--- src/rtl/sat_pkg.sv ---
// rtl/sat_pkg.sv - command encodings shared by the saturating accumulator
package sat_pkg;

    typedef logic [1:0] op_t;

    localparam op_t OP_ADD   = 2'b00;
    localparam op_t OP_SUB   = 2'b01;
    localparam op_t OP_LOAD  = 2'b10;
    localparam op_t OP_CLEAR = 2'b11;

endpackage

--- src/rtl/sat_addsub.sv ---
// rtl/sat_addsub.sv - combinational N-bit signed add/subtract with clamp to signed range
module sat_addsub #(
    parameter int N = 8
) (
    input  logic signed [N-1:0] a,
    input  logic signed [N-1:0] b,
    input  logic                sub,
    output logic signed [N-1:0] y,
    output logic                sat
);

    localparam logic signed [N-1:0] MAX = {1'b0, {(N-1){1'b1}}};
    localparam logic signed [N-1:0] MIN = {1'b1, {(N-1){1'b0}}};

    logic signed [N:0] ax;
    logic signed [N:0] bx;
    logic signed [N:0] r;

    // One guard bit makes every sum/difference exact, including a - MIN.
    assign ax  = {a[N-1], a};
    assign bx  = {b[N-1], b};
    assign r   = sub ? (ax - bx) : (ax + bx);
    assign sat = r[N] ^ r[N-1];
    assign y   = sat ? (r[N] ? MIN : MAX) : r[N-1:0];

endmodule

--- src/rtl/sat_accumulator.sv ---
// rtl/sat_accumulator.sv - multi-channel saturating accumulator with valid/ready handshakes
module sat_accumulator
    import sat_pkg::*;
#(
    parameter  int N   = 8,
    parameter  int CH  = 4,
    localparam int CHW = $clog2(CH)
) (
    input  logic                clk,
    input  logic                rst,
    input  logic                in_valid,
    output logic                in_ready,
    input  logic [CHW-1:0]      in_ch,
    input  op_t                 in_op,
    input  logic signed [N-1:0] in_data,
    output logic                out_valid,
    input  logic                out_ready,
    output logic [CHW-1:0]      out_ch,
    output logic signed [N-1:0] out_data,
    output logic                out_sat,
    output logic [CH-1:0]       sat_sticky,
    input  logic [CH-1:0]       sticky_clr
);

    localparam logic [CHW:0] CH_LIM = CH[CHW:0];

    logic signed [N-1:0] acc [CH];
    logic                accept;
    logic                ch_ok;
    logic signed [N-1:0] cur;
    logic signed [N-1:0] as_y;
    logic                as_sat;
    logic signed [N-1:0] res;
    logic                res_sat;
    logic [CH-1:0]       set_mask;

    // Single output register: a new command may enter only when the slot frees this edge.
    assign in_ready = !out_valid || out_ready;
    assign accept   = in_valid && in_ready;
    assign ch_ok    = ({1'b0, in_ch} < CH_LIM);
    assign cur      = ch_ok ? acc[in_ch] : '0;

    sat_addsub #(.N(N)) u_addsub (
        .a   (cur),
        .b   (in_data),
        .sub (in_op == OP_SUB),
        .y   (as_y),
        .sat (as_sat)
    );

    always_comb begin
        res     = '0;
        res_sat = 1'b0;
        case (in_op)
            OP_ADD, OP_SUB: begin
                res     = as_y;
                res_sat = as_sat;
            end
            OP_LOAD: res = in_data;
            default: res = '0;
        endcase
    end

    always_comb begin
        set_mask = '0;
        if (accept && ch_ok && res_sat) begin
            set_mask[in_ch] = 1'b1;
        end
    end

    always_ff @(posedge clk or posedge rst) begin
        if (rst) begin
            for (int i = 0; i < CH; i++) begin
                acc[i] <= '0;
            end
            out_valid  <= 1'b0;
            out_ch     <= '0;
            out_data   <= '0;
            out_sat    <= 1'b0;
            sat_sticky <= '0;
        end else begin
            if (out_valid && out_ready) begin
                out_valid <= 1'b0;
            end
            if (accept && ch_ok) begin
                acc[in_ch] <= res;
                out_valid  <= 1'b1;
                out_ch     <= in_ch;
                out_data   <= res;
                out_sat    <= res_sat;
            end
            // A new saturation beats a same-cycle clear of the same bit.
            sat_sticky <= (sat_sticky & ~sticky_clr) | set_mask;
        end
    end

endmodule

--- config.mk ---
export PLATFORM = sky130hd
export DESIGN_NAME = sat_accumulator
export DESIGN_NICKNAME = d
export VERILOG_FILES = /design/src/rtl/sat_pkg.sv /design/src/rtl/sat_addsub.sv /design/src/rtl/sat_accumulator.sv
export SDC_FILE = /design/constraint.sdc
export NUM_CORES = 1
export LEC_CHECK = 0
export BUFFER_PORTS_ARGS = -buffer_cell sky130_fd_sc_hd__buf_2
export CAP_MARGIN = 20
export CORE_MARGIN = 5
export CORE_UTILIZATION = 55
export CTS_CLUSTER_SIZE = 14
export DETAILED_ROUTE_END_ITERATION = 10
export GPL_ROUTABILITY_DRIVEN = 0
export HOLD_SLACK_MARGIN = 0.12
export PLACE_DENSITY = 0.79
export SLEW_MARGIN = 5
export SYNTH_ARGS = -nofsm -noshare
export SYNTH_HDL_FRONTEND = slang
export SYNTH_SLANG_ARGS = --single-unit
--- constraint.sdc ---
create_clock -name clk -period 4.45 [get_ports clk]
set_input_delay 1.1125 -clock clk [delete_from_list [all_inputs] [get_ports clk]]
set_output_delay 1.1125 -clock clk [all_outputs]
set_load 0.01 [all_outputs]
# After elaboration in Yosys (flattened, before gate mapping)
# Cells that the tools add are included.
[totals]
out_inout_bits = 17
elab_cells = 48
register_bits = 48
[classes]
reduce_logical = 10
bitwise = 5
n_eq_ne = 2
n_mux = 16
magnitude_cmp = 4
add_sub_neg = 2
[op_table]
columns = ["operator", "count"]
rows = [
  ["8-bit two-way mux", 5],
  ["32-bit bitwise mux", 1],
  ["8-bit binary-select mux with 2-bit select", 1],
  ["8-bit demux with 2-bit select", 1],
  ["8-bit case mux with 2 select lines", 1],
  ["8-bit by 8-bit adder with 9-bit output", 1],
  ["9-bit two-way mux", 1],
  ["8-bit by 8-bit subtractor with 9-bit output", 1],
  ["1-bit logical AND", 5],
  ["4-bit AND", 1],
  ["1-bit two-way mux", 4],
  ["4-bit two-way mux", 1],
  ["4-bit inverter", 1],
  ["4-bit bitwise OR", 1],
  ["3-bit >= comparator, second input constant", 1],
  ["2-bit by 3-bit less-than comparator with 1-bit output, second input constant", 1],
  ["3-bit by 1-bit less-than comparator with 1-bit output, second input constant", 1],
  ["2-bit inverter with 3-bit output", 1],
  ["1-bit demux with 2-bit select", 1],
  ["2-bit by 1-bit == test with 1-bit output, second input constant", 1],
  ["2-bit == test, second input constant", 1],
  ["2-bit by 1-bit >= comparator with 1-bit output, second input constant", 1],
  ["2-bit logical NOT", 1],
  ["2-bit nonzero test", 1],
  ["other kinds (4)", 4],
]

# Longest topological paths before layout
[depth]
word_depth = 11
ltp_mapped = 17
mapped_depth_nobuf = 16

# Hierarchy
# Synthesis repeated with hierarchy kept, for this count alone.
[hier_totals]
hier_cells = 219
hier_area_um2 = 2910.3
[by_module_without_submodules]
columns = ["mod", "instances", "area_each_um2", "cells_each", "seq_area_each_um2"]
rows = [
  ["sat_accumulator", 1, 2245.9, 139, 1201.2],
  ["sat_addsub", 1, 664.4, 80, 0.0],
]

# Worst setup path before layout
# OpenSTA, ideal clock, no wires.
[synth_timing]
path_kind = "input -> register"
startpoint = "input in_ch[0]"
endpoint = "register acc[13] (netlist name)"
arrival_ns = 4.640
path_stages = 16
setup_time_ns = 0.150
required_ns = 4.300
path_slack_ns = -0.340
cell_sequence = "buf_6 > clkbuf_1 > mux4_2 > ha_1 > o21ai_0 > a21oi_1 > o21ai_0 > a21oi_1 > a211oi_1 > xor2_1 > ha_1 > clkbuf_1 > nand2b_1 > mux2i_1 > a211oi_1 > a31oi_1"
[synth_between]
elab_chain_len = 10
word_cells_on_any_way = 17
classes_between = "add/sub: 2; order compare: 2; mux: 10; bitwise: 2; reduce/logical: 1"
[synth_lines]
columns = ["element", "line_no", "rtl"]
rows = [
  ["start, declared", "sat_accumulator.sv:13", "input logic [CHW-1:0] in_ch,"],
  ["2-bit inverter with 3-bit output (not written as such) *", "sat_accumulator.sv:41, sat_accumulator.sv:86", ""],
  ["8-bit binary-select mux with 2-bit select", "sat_accumulator.sv:41", "assign cur = ch_ok ? acc[in_ch] : '0;"],
  ["8-bit two-way mux (not written as such) (2 in series)", "sat_accumulator.sv:41", ""],
  ["8-bit by 8-bit adder with 9-bit output / 8-bit by 8-bit subtractor with 9-bit output (equally long branches)", "sat_addsub.sv:22", "assign r = sub ? (ax - bx) : (ax + bx);"],
  ["9-bit two-way mux", "sat_addsub.sv:22", ""],
  ["8-bit two-way mux / 1-bit XOR (equally long branches)", "sat_addsub.sv:24, sat_addsub.sv:23", ""],
  ["8-bit two-way mux", "sat_addsub.sv:24", "assign y = sat ? (r[N] ? MIN : MAX) : r[N-1:0];"],
  ["8-bit case mux with 2 select lines", "sat_accumulator.sv:54", "case (in_op)"],
  ["32-bit bitwise mux *", "sat_accumulator.sv:86", "acc[in_ch] <= res;"],
  ["end signal, assigned by index", "sat_accumulator.sv:86", ""],
  ["end, declared", "sat_accumulator.sv:27", "logic signed [N-1:0] acc [CH];"],
]
# Mark *: on every way between the ends. The rest lies on a longest branch, timed or not. The select of a mux whose other input is x is not followed.
# A chain may end at the register's enable or synchronous reset.

# Final worst setup path
[layout_timing]
startpoint = "input in_ch[0]"
endpoint = "register acc[20] (netlist name)"
# The elaborated chain is that of the path after synthesis.

==> flow_metrics.py <==
metrics = {
    "place": {
        "dp_slack_ns": -0.0500,
        "port_buffers": 36,
        "placed_area_um2": 3210,
        "post-dp-hpwl_mm": 5.03,
    },
    "cells_and_area": {
        "final_cell_mix": "dfrtp_1, nor2_1, a21oi_1, buf_2, a31oi_1",
        "final_cell_area_um2": 3330,
        "nNetsFinal": 388,
        "area_growth_pct": 13.3,
        "commonest_non_fill_non_tap_cell_in_the_layout": "dfrtp_1",
        "diodes": 0,
        "filler_cell_count": 430,
        "layout-drive-gt1-share_pct": 21.0,
        "final_core_occ_pct": 64.7,
    },
    "clock_tree": {
        "cts_max_path_buffers": 2,
        "cts.htree.levels": 2,
        "cts_num_sinks": 48,
        "clk_root_buffer_cell": "clkbuf_8",
        "worstSkewPairLatency_ns": 0.30,
        "post_cts_resized": 0,
        "post_cts_hold_buffer_count": 0,
        "cts_inserted_buffers": 5,
        "cts_tree": "yes",
        "path_clk_slew_ns": 0.08,
        "cts_post_setup_buffers_inserted": 0,
    },
    "sta": {
        "final.period_utilization_pct": 93.9,
        "timing.final.crit_period_ns": 4.18,
        "worst_clock_skew_ns": 0.00624,
        "hold_viol": 0,
        "rsz0062_at_grt": "false",
        "max_slew.worst_pin.slew_ns": 0.933,
        "achievable-frequency_mhz": 239,
        "final-max-slew-violation-count": 0,
        "slew-limit-headroom_pct": 37.7,
        "whs_ns": 0.483,
        "setup_viol_count_final": 0,
        "final.setup.worst_slack_ns": 0.271,
    },
    "floorplan": {
        "initial_utilization_pct": 57.1,
        "placeableCoreArea_um2": 5140,
        "die_boundary_height_um": 83.1,
        "chipWidth_um": 83.1,
        "design.die.area_um2": 6900,
        "number_of_top_level_design_ports": 37,
        "std_cell_rows": 26,
    },
    "logic_synthesis": {
        "synth-main-ff-cell": "dfrtp_1",
        "yosys-top-cells-area": "dfrtp_1, a31oi_1, a21oi_1",
        "post_synth_instance_area_um2": 2940,
        "netlist.top_cell.by_area": "dfrtp_1",
        "synth_edf_count": 0,
        "synth.yosys.seq_area_share_pct": 40.9,
        "synthesis.instances": 320,
        "ys_warn_count": 0,
        "synth.net_count": 352,
        "syn_area_per_cell_um2": 9.18,
        "area_fraction_of_the_dominant_cell_type_after_synthesis_pct": 40.9,
        "synth.lib_cells_used.distinct": 41,
        "synth_seq_cells": 48,
        "synth-async-reset-ratio_pct": 100,
    },
    "min_path": {
        "hold-path-cell-count": 2,
        "min_path_type": "register to register",
    },
    "setup_path": {
        "worst_ep_arrival_time_ns": 4.32,
        "r2r.worst_path.cells": 13,
        "endpoint_type_of_the_worst_setup_path": "register",
        "timing.critical_path.required_ns": 4.59,
        "critPathLaunchType": "input port",
        "worst-r2r-setup-slack_ns": 1.02,
        "path_max_fanout": 35,
        "critPathKind": "input port to register",
    },
    "run": {
        "maxCapViolCount": 0,
    },
    "route": {
        "drt_first_pass_iters": 5,
        "remaining_drc_errors": 0,
        "dr_total_vias": 2572,
        "post_drt_via_cell_ratio": 6.02,
        "route.final.wire_length_mm": 7.10,
        "routed_wire_length_per_instance_um": 16.6,
        "drtAntennaViolNets": 0,
        "drtIter0Drc": 170,
    },
    "global_route": {
        "via_count_of_the_first_global_routing_pass": 2440,
        "overflow": 0,
        "grt_max_degree": 49,
        "grt_first_pass_wirelength_mm": 12.0,
        "gr-usage-all-layers_pct": 21.0,
        "number_of_antenna_violations_at_the_first_check_in_global_routing": 0,
    },
    "outcome": {
        "run_status": "complete, no violations",
    },
    "power": {
        "irDropWorstVdd_uv": 636,
        "power_density_nw_per_um2": 794,
        "power_leakage_nw": 1.49,
    },
}
[state kept, by name, summed over array words and instances (netlist names)]
name and count:
out_sat 1, sat_sticky 4, out_ch 2, acc 32, out_data 8, out_valid 1
[through the flow]
stage / setup TNS, ns / power (W) / std cells
after floorplan: 0 / 0.00186 / 320
after global placement: 0 / 0.00229 / 418
after detailed placement: -0.220 / 0.00233 / 418
after CTS: 0 / 0.00262 / 426
after global routing: 0 / 0.00284 / 427
final: 0 / 0.00264 / 427
[path summary, 6_finish.rpt]
kind                                  startpoint                    end
max                                     in_ch[0]    acc[20]$_DFFE_PP0P_
min                        out_ch[1]$_DFFE_PP0P_  out_ch[1]$_DFFE_PP0P_
max reg2reg                   acc[0]$_DFFE_PP0P_    acc[20]$_DFFE_PP0P_
min reg2reg                out_ch[1]$_DFFE_PP0P_  out_ch[1]$_DFFE_PP0P_
max in group asynchronous                    rst    acc[16]$_DFFE_PP0P_
min in group asynchronous                    rst    out_sat$_DFFE_PP0P_
[critical path, stage by stage]
cell,delay [ns]
buf_2,0.26
mux4_2,0.54
inv_1,0.07
ha_1,0.16
fa_1,0.18
nand2b_1,0.16
a21oi_1,0.12
o41a_1,0.42
xnor2_1,0.16
ha_1,0.48
nor2b_1,0.13
mux2i_4,0.18
buf_12,0.21
a31oi_1,0.12
[cells by family after synthesis]
group,count (synthesis),synth area share (%)
AO/OA/AOI/OAI,113,22.7
XOR/XNOR,11,3.92
adder cells (fa/ha/maj),12,5.37
buffers and inverters,36,5.71
flip-flops,48,40.9
multiplexers,11,7.63
AND/OR/NAND/NOR,89,13.8
[cells in the mapped netlist (3+ instances only)]
library cell   n
dfrtp_1       48
nor2_1        40
a21oi_1       39
a31oi_1       35
nand2_1       22
o21ai_0       17
inv_1         16
clkbuf_1      13
ha_1          11
xnor2_1        9
mux4_2         8
a21boi_0       7
nand2b_1       7
nor2b_1        5
buf_6          4
nor3_1         4
o22ai_1        4
a211oi_1       3
[layer usage]
metal  GRT usage, %  part of all wire (%)  up-vias
met5              0                     0        -
met4           5.94                   1.6        0
met3           4.75                   7.5       12
met2           33.3                    47      116
met1           28.9                    44     1224
li1               -                     -     1220
[cell type report]
| type | count | area [um2] | area share (%) |
|---|---|---|---|
| sequential | 48 | 1200 | 36.1 |
| multi-input combinational | 236 | 1580 | 47.6 |
| timing repair buffer | 49 | 303 | 9.10 |
| clock buffer | 6 | 82.6 | 2.48 |
| inverter | 16 | 60.1 | 1.81 |
| tap | 70 | 87.6 | 2.63 |
| clock inverter | 2 | 10.0 | 0.301 |
[where the power goes]
group / internal (W) / total (W) / switching, W
Sequential: 0.000623 / 0.000732 / 0.000109
Clock: 0.000124 / 0.000264 / 0.000140
Combinational: 0.000702 / 0.00165 / 0.000945
Note: power is estimated with default switching activity, not from simulation.
